`config.mk`:
```
export PLATFORM = sky130hd
export DESIGN_NAME = hazard_ctrl
export DESIGN_NICKNAME = d
export VERILOG_FILES = /design/src/rtl/hazard_pkg.sv /design/src/rtl/hazard_scoreboard.sv /design/src/rtl/hazard_ctrl.sv
export SDC_FILE = /design/constraint.sdc
export NUM_CORES = 1
export LEC_CHECK = 0
export CAP_MARGIN = 20
export CORE_ASPECT_RATIO = 1.75
export CORE_MARGIN = 2
export CORE_UTILIZATION = 60
export CTS_CLUSTER_SIZE = 24
export DETAILED_ROUTE_END_ITERATION = 8
export DONT_BUFFER_PORTS = 1
export PLACE_DENSITY_LB_ADDON = 0.15
export SYNTH_ARGS = -nofsm -noshare
export SYNTH_HDL_FRONTEND = slang
export SYNTH_SLANG_ARGS = --single-unit
```
`constraint.sdc`:
```
create_clock -name clock -period 3.2 [get_ports clock]
set_clock_uncertainty 0.15 [all_clocks]
set_input_delay 0.64 -clock clock [delete_from_list [all_inputs] [get_ports clock]]
set_output_delay 0.64 -clock clock [all_outputs]
set_load 0.01 [all_outputs]
```
`src/rtl/hazard_pkg.sv`:
```
// Shared types for the hazard controller: FSM states, forwarding selects,
// scoreboard entry layout and the source-match helper.
package hazard_pkg;

  typedef enum logic [1:0] {
    ST_RUN   = 2'd0,
    ST_STALL = 2'd1,
    ST_FLUSH = 2'd2
  } state_t;

  localparam logic [1:0] FWD_RF  = 2'b00;
  localparam logic [1:0] FWD_MEM = 2'b01;
  localparam logic [1:0] FWD_WB  = 2'b10;

  typedef struct packed {
    logic       valid;
    logic [4:0] rd;
    logic       load;
  } sb_entry_t;

  localparam int unsigned SB_DEPTH = 3;
  localparam int unsigned SB_EX    = 0;
  localparam int unsigned SB_MEM   = 1;
  localparam int unsigned SB_WB    = 2;

  // x0 is hard-wired zero, so it never depends on a producer.
  function automatic logic src_hit(input logic use_src, input logic [4:0] rs,
                                   input logic valid, input logic [4:0] rd);
    return use_src && valid && (rd == rs) && (rs != 5'd0);
  endfunction

endpackage

```
`src/rtl/hazard_scoreboard.sv`:
```
// EX/MEM/WB destination scoreboard, shifted every cycle, with per-source
// match vectors (bit 0 = EX, 1 = MEM, 2 = WB).
module hazard_scoreboard
  import hazard_pkg::*;
(
  input  logic                clk,
  input  logic                reset,
  input  logic [4:0]          rs1,
  input  logic [4:0]          rs2,
  input  logic                use_rs1,
  input  logic                use_rs2,
  input  logic [4:0]          rd,
  input  logic                regwrite,
  input  logic                load,
  input  logic                bubble,
  output logic [SB_DEPTH-1:0] match_a,
  output logic [SB_DEPTH-1:0] match_b
`ifdef FORWARDING_EN
  ,
  output logic                ex_load
`endif
);

  sb_entry_t sb [SB_DEPTH];

  always_ff @(posedge clk) begin
    if (reset) begin
      for (int unsigned i = 0; i < SB_DEPTH; i++) sb[i] <= '0;
    end else begin
      sb[SB_EX] <= '{valid: regwrite && (rd != 5'd0) && !bubble, rd: rd, load: load};
      for (int unsigned i = 1; i < SB_DEPTH; i++) sb[i] <= sb[i-1];
    end
  end

  always_comb begin
    match_a = '0;
    match_b = '0;
    for (int unsigned i = 0; i < SB_DEPTH; i++) begin
      match_a[i] = src_hit(use_rs1, rs1, sb[i].valid, sb[i].rd);
      match_b[i] = src_hit(use_rs2, rs2, sb[i].valid, sb[i].rd);
    end
  end

`ifdef FORWARDING_EN
  assign ex_load = sb[SB_EX].load;
`endif

endmodule

```
`src/rtl/hazard_ctrl.sv`:
```
// Pipeline hazard controller: RAW stall/bubble, branch flush, operand forwarding
// selects and a saturating stall counter. Define FORWARDING_EN to enable bypassing.
module hazard_ctrl
  import hazard_pkg::*;
#(
  parameter int unsigned CNT_W = 16
) (
  input  logic             clock,
  input  logic             reset,
  input  logic [4:0]       rs1_ID,
  input  logic [4:0]       rs2_ID,
  input  logic             use_rs1_ID,
  input  logic             use_rs2_ID,
  input  logic [4:0]       rd_ID,
  input  logic             regwrite_ID,
  input  logic             load_ID,
  input  logic             redirect_EX,
  output logic             stall_IF,
  output logic             bubble_ID,
  output logic             flush_IF,
  output logic [1:0]       fwd_a,
  output logic [1:0]       fwd_b,
  output logic [CNT_W-1:0] stall_cnt
);

  state_t              state, state_nx;
  logic [SB_DEPTH-1:0] match_a, match_b;
  logic                hazard;
  logic [CNT_W-1:0]    cnt_q;

`ifdef FORWARDING_EN
  logic ex_load;
`endif

  hazard_scoreboard u_sb (
    .clk      (clock),
    .reset    (reset),
    .rs1      (rs1_ID),
    .rs2      (rs2_ID),
    .use_rs1  (use_rs1_ID),
    .use_rs2  (use_rs2_ID),
    .rd       (rd_ID),
    .regwrite (regwrite_ID),
    .load     (load_ID),
    .bubble   (bubble_ID),
    .match_a  (match_a),
    .match_b  (match_b)
`ifdef FORWARDING_EN
    ,
    .ex_load  (ex_load)
`endif
  );

`ifdef FORWARDING_EN
  logic [1:0] sel_a, sel_b, fwd_a_q, fwd_b_q;

  function automatic logic [1:0] fwd_pick(input logic hit_ex, input logic hit_mem,
                                          input logic ld);
    if (hit_ex && !ld) return FWD_MEM;
    if (hit_mem)       return FWD_WB;
    return FWD_RF;
  endfunction

  assign hazard = ex_load && (match_a[SB_EX] || match_b[SB_EX]);
  assign sel_a  = fwd_pick(match_a[SB_EX], match_a[SB_MEM], ex_load);
  assign sel_b  = fwd_pick(match_b[SB_EX], match_b[SB_MEM], ex_load);

  // A bubble entering EX has no operands to bypass.
  always_ff @(posedge clock) begin
    if (reset) begin
      fwd_a_q <= FWD_RF;
      fwd_b_q <= FWD_RF;
    end else begin
      fwd_a_q <= bubble_ID ? FWD_RF : sel_a;
      fwd_b_q <= bubble_ID ? FWD_RF : sel_b;
    end
  end

  assign fwd_a = reset ? FWD_RF : fwd_a_q;
  assign fwd_b = reset ? FWD_RF : fwd_b_q;
`else
  assign hazard = (|match_a) || (|match_b);
  assign fwd_a  = FWD_RF;
  assign fwd_b  = FWD_RF;
`endif

  always_ff @(posedge clock) begin
    if (reset) state <= ST_RUN;
    else       state <= state_nx;
  end

  // STALL and RUN share one hazard-driven output path so the stall releases in
  // the same cycle the hazard clears; STALL only records that we are stalling.
  always_comb begin
    state_nx  = state;
    stall_IF  = 1'b0;
    bubble_ID = 1'b0;
    flush_IF  = 1'b0;
    if (reset) begin
      state_nx = ST_RUN;
    end else if (redirect_EX) begin
      flush_IF  = 1'b1;
      bubble_ID = 1'b1;
      state_nx  = ST_FLUSH;
    end else begin
      case (state)
        ST_FLUSH: begin
          bubble_ID = 1'b1;
          state_nx  = ST_RUN;
        end
        default: begin
          if (hazard) begin
            stall_IF  = 1'b1;
            bubble_ID = 1'b1;
            state_nx  = ST_STALL;
          end else begin
            state_nx = ST_RUN;
          end
        end
      endcase
    end
  end

  always_ff @(posedge clock) begin
    if (reset)                          cnt_q <= '0;
    else if (stall_IF && cnt_q != '1)   cnt_q <= cnt_q + CNT_W'(1);
  end

  assign stall_cnt = reset ? '0 : cnt_q;

endmodule

```
**Word-level counts from Yosys, hierarchy flattened**

Memories as Yosys holds them, arrays and structs flattened.
Cells that the tools add are included.

- Add/subtract/negate cells: 1
- Equality and inequality tests: 8
- Reductions and logical operators: 29
- Muxes and demuxes: 19
- Bitwise operators: 3

Operators with widths:

| kind | number |
|---|---|
| $eq 5x5->1 | 6 |
| $logic_and 1x1->1 | 21 |
| $mux 7 | 3 |
| $add 16x1->16 const B | 1 |
| $mux 16 | 1 |
| $ne 16x16->1 const B | 1 |
| $reduce_bool 5->1 | 3 |
| $mux 1 | 14 |
| $reduce_or 3->1 | 3 |
| $or 1x1->1 | 3 |
| $eq 2x2->1 const B | 1 |
| $mux 2 | 1 |
| $logic_not 1->1 | 1 |
| $logic_or 1x1->1 | 1 |

- Bits in writable memories: 21
- Bits of input ports: 22
- Register bits after elaboration: 18
- Memories kept: 1
- Logic and storage cells: 64

Memory list:

| memory | words | bits a word | rd ports | clocked after memory_dff | wr ports | line | text |
|---|---|---|---|---|---|---|---|
| u_sb.sb | 3 | 7 | 3 | 0 | 3 | hazard_scoreboard.sv:24 | `sb_entry_t sb [SB_DEPTH];` |

**Logic depth before layout (Yosys ltp)**

Gate-level depths: netlist (run 1).
An unclocked memory read counts as a cell.

- Word-level depth: 13
- Mapped depth: 8

**Cells and area by module**

From an unflattened synthesis (run 1), not the netlist that was laid out.

- Cells, all modules: 214
- Area, all modules: 1850.5 um^2

By module, submodules not included:

| module | area each (um^2) | cells an instance | times used |
|---|---|---|---|
| hazard_ctrl | 974.7 | 123 | 1 |
| hazard_scoreboard | 875.8 | 91 | 1 |

**Worst setup path before layout (run 1)**

Ideal clock, no wire load.

- Kind: input to output
- Start: input port rs2_ID[0]
- End: output port bubble_ID
- Required time: 2410 ps
- Path buffers: 1
- Data arrival time: 2313 ps
- Path slack: 97 ps
- Stages on the path: 7
- Cell sequence: or4_1 -> o21a_1 -> and4_4 -> a211oi_4 -> buf_6 -> and2_2 -> a21oi_1

- Cells in the longest elaborated chain, start to end: 9
- Elaborated cells on any way between the ends: 16
- Those cells by class: eq/ne (3); mux (4); reduce/logical (9)

Ends and longest elaborated chain:

| what | line | text |
|---|---|---|
| start, declared | hazard_ctrl.sv:11 | `input logic [4:0] rs2_ID,` |
| $eq 5x5->1 | hazard_pkg.sv:29 | `return use_src && valid && (rd == rs) && (rs != 5'd0);` |
| $logic_and 1x1->1 (2 in a row) | hazard_pkg.sv:29 |  |
| $reduce_or 3->1 * | hazard_ctrl.sv:82 | `assign hazard = (\|match_a) \|\| (\|match_b);` |
| $logic_or 1x1->1 * | hazard_ctrl.sv:82 |  |
| $mux 1 * | hazard_ctrl.sv:112 | `if (hazard) begin` |
| $mux 1 * | hazard_ctrl.sv:106 | `case (state)` |
| $mux 1 * | hazard_ctrl.sv:101 | `end else if (redirect_EX) begin` |
| $mux 1 * | hazard_ctrl.sv:99 | `if (reset) begin` |
| end, declared | hazard_ctrl.sv:19 | `output logic bubble_ID,` |

Every way passes the cells marked *; elsewhere a longest branch is shown, timed or not.

**Worst setup path in the final report (run 1)**

- Start: input port rs1_ID[0]
- End: output port bubble_ID

- Cells in the longest elaborated chain, start to end: 9
- Elaborated cells on any way between the ends: 16
- Those cells by class: eq/ne (3); mux (4); reduce/logical (9)

Ends and longest elaborated chain:

| what | line | text |
|---|---|---|
| start, declared | hazard_ctrl.sv:10 | `input logic [4:0] rs1_ID,` |
| $eq 5x5->1 | hazard_pkg.sv:29 |  |
| $logic_and 1x1->1 (2 in a row) | hazard_pkg.sv:29 |  |
| $reduce_or 3->1 * | hazard_ctrl.sv:82 |  |
| $logic_or 1x1->1 * | hazard_ctrl.sv:82 |  |
| $mux 1 * | hazard_ctrl.sv:112 |  |
| $mux 1 * | hazard_ctrl.sv:106 |  |
| $mux 1 * | hazard_ctrl.sv:101 |  |
| $mux 1 * | hazard_ctrl.sv:99 |  |

Marks and branches as above.

==> results of run 1 <==
routing by layer:
metal | wire length [µm] | vias to the layer above | track usage (%)
met1 | 1510 | 749 | 20.6
met2 | 2580 | 43 | 47.5
met4 | 119 | 0 | 10.0
met5 | 0 | - | 0
met3 | 176 | 13 | 4.44
li1 | - | 767 | -
worst min path at each step:
stage	startpoint	end	slack, ns
6_report	reset	state[1]	0.27
5_1_grt	reset	state[1]	0.25
4_1_cts	reset	state[1]	0.26
3_5_place_dp	u_sb.sb[0][6]	u_sb.sb[0][13]	0.31
3_3_place_gp	u_sb.sb[0][6]	u_sb.sb[0][13]	0.31
2_1_floorplan	u_sb.sb[0][6]	u_sb.sb[0][13]	0.28
flip-flops by register name (all words and copies together) (netlist names):
| name | cells |
|---|---|
| state | 2 |
| u_sb.sb | 18 |
| cnt_q | 16 |
cells in the final DEF (no fill, tap or decap):
| cell type | n |
|---|---|
| dfxtp_1 | 36 |
| nor2b_1 | 34 |
| nor2_1 | 22 |
| xnor2_1 | 16 |
| xor2_1 | 14 |
| mux2_2 | 14 |
| nand2_1 | 12 |
| a21oi_1 | 10 |
| nand4_1 | 8 |
| a211oi_1 | 7 |
| inv_1 | 6 |
| nand3_1 | 5 |
| clkbuf_8 | 5 |
| conb_1 | 4 |
| or4_1 | 3 |
| nor4_1 | 3 |
| o21ai_0 | 2 |
| nor3_1 | 2 |
| a21boi_0 | 2 |
| buf_4 | 2 |
| a32oi_1 | 1 |
| or2_2 | 1 |
| o21a_1 | 1 |
| o32ai_1 | 1 |
| and4_4 | 1 |
| a211oi_4 | 1 |
| and2_2 | 1 |
| a211o_1 | 1 |
| and4_1 | 1 |
| a2111oi_2 | 1 |
| and2_1 | 1 |
| or3b_2 | 1 |
| o211ai_1 | 1 |
| a211o_2 | 1 |
| o221a_2 | 1 |
| and3_1 | 1 |
| ha_1 | 1 |
| clkinv_2 | 1 |
| clkinvlp_4 | 1 |
| bufinv_16 | 1 |
power breakdown:
| group | switching (mW) | total [mW] | internal [mW] |
|---|---|---|---|
| registers | 0.0102 | 0.467 | 0.457 |
| logic | 0.0247 | 0.0542 | 0.0295 |
| clock network | 0.163 | 0.394 | 0.230 |
| total | 0.198 | 0.915 | 0.717 |
worst reg2reg max path, cell delays in order (launching register included):
cell and delay [ns]:
dfxtp_1 0.38, ha_1 0.18, nand3_1 0.11, a2111oi_2 0.54, a21boi_0 0.51, nand3_1 0.14
a21oi_1 0.18, mux2_2 0.36
cell type report:
type	count	area share, %
Multi-Input combinational cell	175	56.4
Timing Repair Buffer	2	0.709
Clock buffer	5	3.25
Inverter	6	1.06
Tap cell	43	2.54
Sequential cell	36	34.0
Clock inverter	3	2.01
kinds of logic after synthesis:
kind of cell | Yosys count
and+or+nand+nor | 96
DFF | 36
AOI/OAI and AO/OA | 30
other | 1
muxes | 14
buffers and inverters | 19
adders and majority gates | 1
xor gates and xnor gates | 30
through the flow:
step	cells	total power, mW	hold slack [ns]	util [%]
floorplan	230	0.534	0.280	-
finish	270	0.915	0.268	66.7
detailed placement	262	0.531	0.311	63.2
global route	270	0.950	0.253	66.7
CTS	270	0.926	0.257	66.7
global placement	262	0.527	0.311	63.2
==> metrics.cfg, run 1 <==
[run_status]
status=complete, no violations

[place]
io_buffers=0
place_hpwl_um=3340
place_ws_ns=0.241
place_area_um2=2010
gp_congestion=0.797

[worst_setup_path]
reg2reg_depth=7
path_depth=6
critical_path.max_fanout=4
reg2reg_to=cnt_q[6]
path_cells=or4_1 > o21ai_0 > nor3_1 > a211oi_4 > and2_2 > a21oi_1
r2r_slack_ns=0.54
r2r_start=cnt_q[0]
crit_buf_inv=0
worstSetupStartpoint=rs1_ID[0]
arrival_ns=2.20
crit_family=simple AND/OR/NAND/NOR gates
end_kind=output pin
worst_path_max_delay_cell=or4_1
path_class=in2out
crit_end=bubble_ID
required_ns=2.41
max_stage_delay_ns=0.50
start_kind=input port

[finish]
fillers=297
finalInstanceArea_um2=2120
fin_nets=249
register_area_um2=721
diodes=0
layout-drive-gt1-share_pct=14.1
syn2layout_area_growth_pct=4.70
multi_input_area_um2=1190

[synthesis]
async_flop_share_pct=0
synth_common_cells=dfxtp_1 (36), nor2b_1 (34), nor2_1 (22)
synth-compound-area-share_pct=11.1
synth_top_family_by_area=simple AND/OR/NAND/NOR gates
synthTopCellsByArea=dfxtp_1 (36%), nor2b_1 (11%), mux2_2 (7.8%), xnor2_1 (6.9%), xor2_1 (6.1%)
syn_area_um2=2020
muxShareOfSynthArea_pct=7.79
synth_most_common_cell=dfxtp_1
synth-simple-area-share_pct=25.8
synth_fa_ha_area_share_pct=0.618
yosysUniqueCellTypes=40
synth_edf_count=0
yosys.area.top_type=dfxtp_1
synthXorXnorAreaFrac_pct=13.0
post_synth.cell_area_avg_um2=8.91
synth_top_area_share_pct=35.6
netlist_instances=227
synth_ff_type=dfxtp_1
yosys_warnings=0
ys_seq_area_share_pct=35.6
ys_ff_latch=36

[route]
dr.pass1.iters=4
wl_per_cell_um=16.2
routed_wl_um=4390
antenna_left=0
avgViaCountPerCell=5.82
vias=1572
drc=0
drt_iter0_markers=52

[sta]
tightest_slew_ns=0.520
hold_viol_final=0
fmax_ghz=0.334
timing.final.crit_period_ns=2.99
setup_violations=0
fin_crit_sh_pct=93.4
fin_ws_ns=0.210
slew-limit-headroom_pct=65.0
rsz0062_at_grt=no
finalSetupTns_ns=0
finalMaxSlewViolations=0

[floorplan]
row_count=27
coreArea_um2=3180
io_pins=45
die_x_um=47.9
die_h_um=80.8
dieArea_um2=3870
initial_utilization_pct=63.7

[global_routing]
track_usage_pct=23.9
grt_pass1_wl_um=6620
grt_max_degree=55
globalRouteOverflowTotal=0
antenna_found_initial=0
grt_pass1_vias=1613

[cts]
cts_buffers=5
clock-root-buffer=clkbuf_8
cts_max_level=2
clock-sinks=36
path_clk_slew_ns=0.07
cts_tree=done
cts-hold-fix-buffers=0
cts.repair.resized=0
cts_post_setup_buffers_inserted=0
clockBufferDepth=2
clock_latency_ns=0.29

[power_and_ir_drop]
powerDensity_nw_per_um2=432
ir_drop_mv=0.366
leakage_nw=0.760

[worst_hold_path]
hold_path_class=in2reg
hold_depth=1

[job]
cap_violations=0

Power figures use the tool's default switching activity.
==> run 2, diff against run 1 <==
- SLEW_MARGIN: unset -> 40
==> results of run 2 <==
The final DEF is identical to that of run 1; final timing and power are the same.
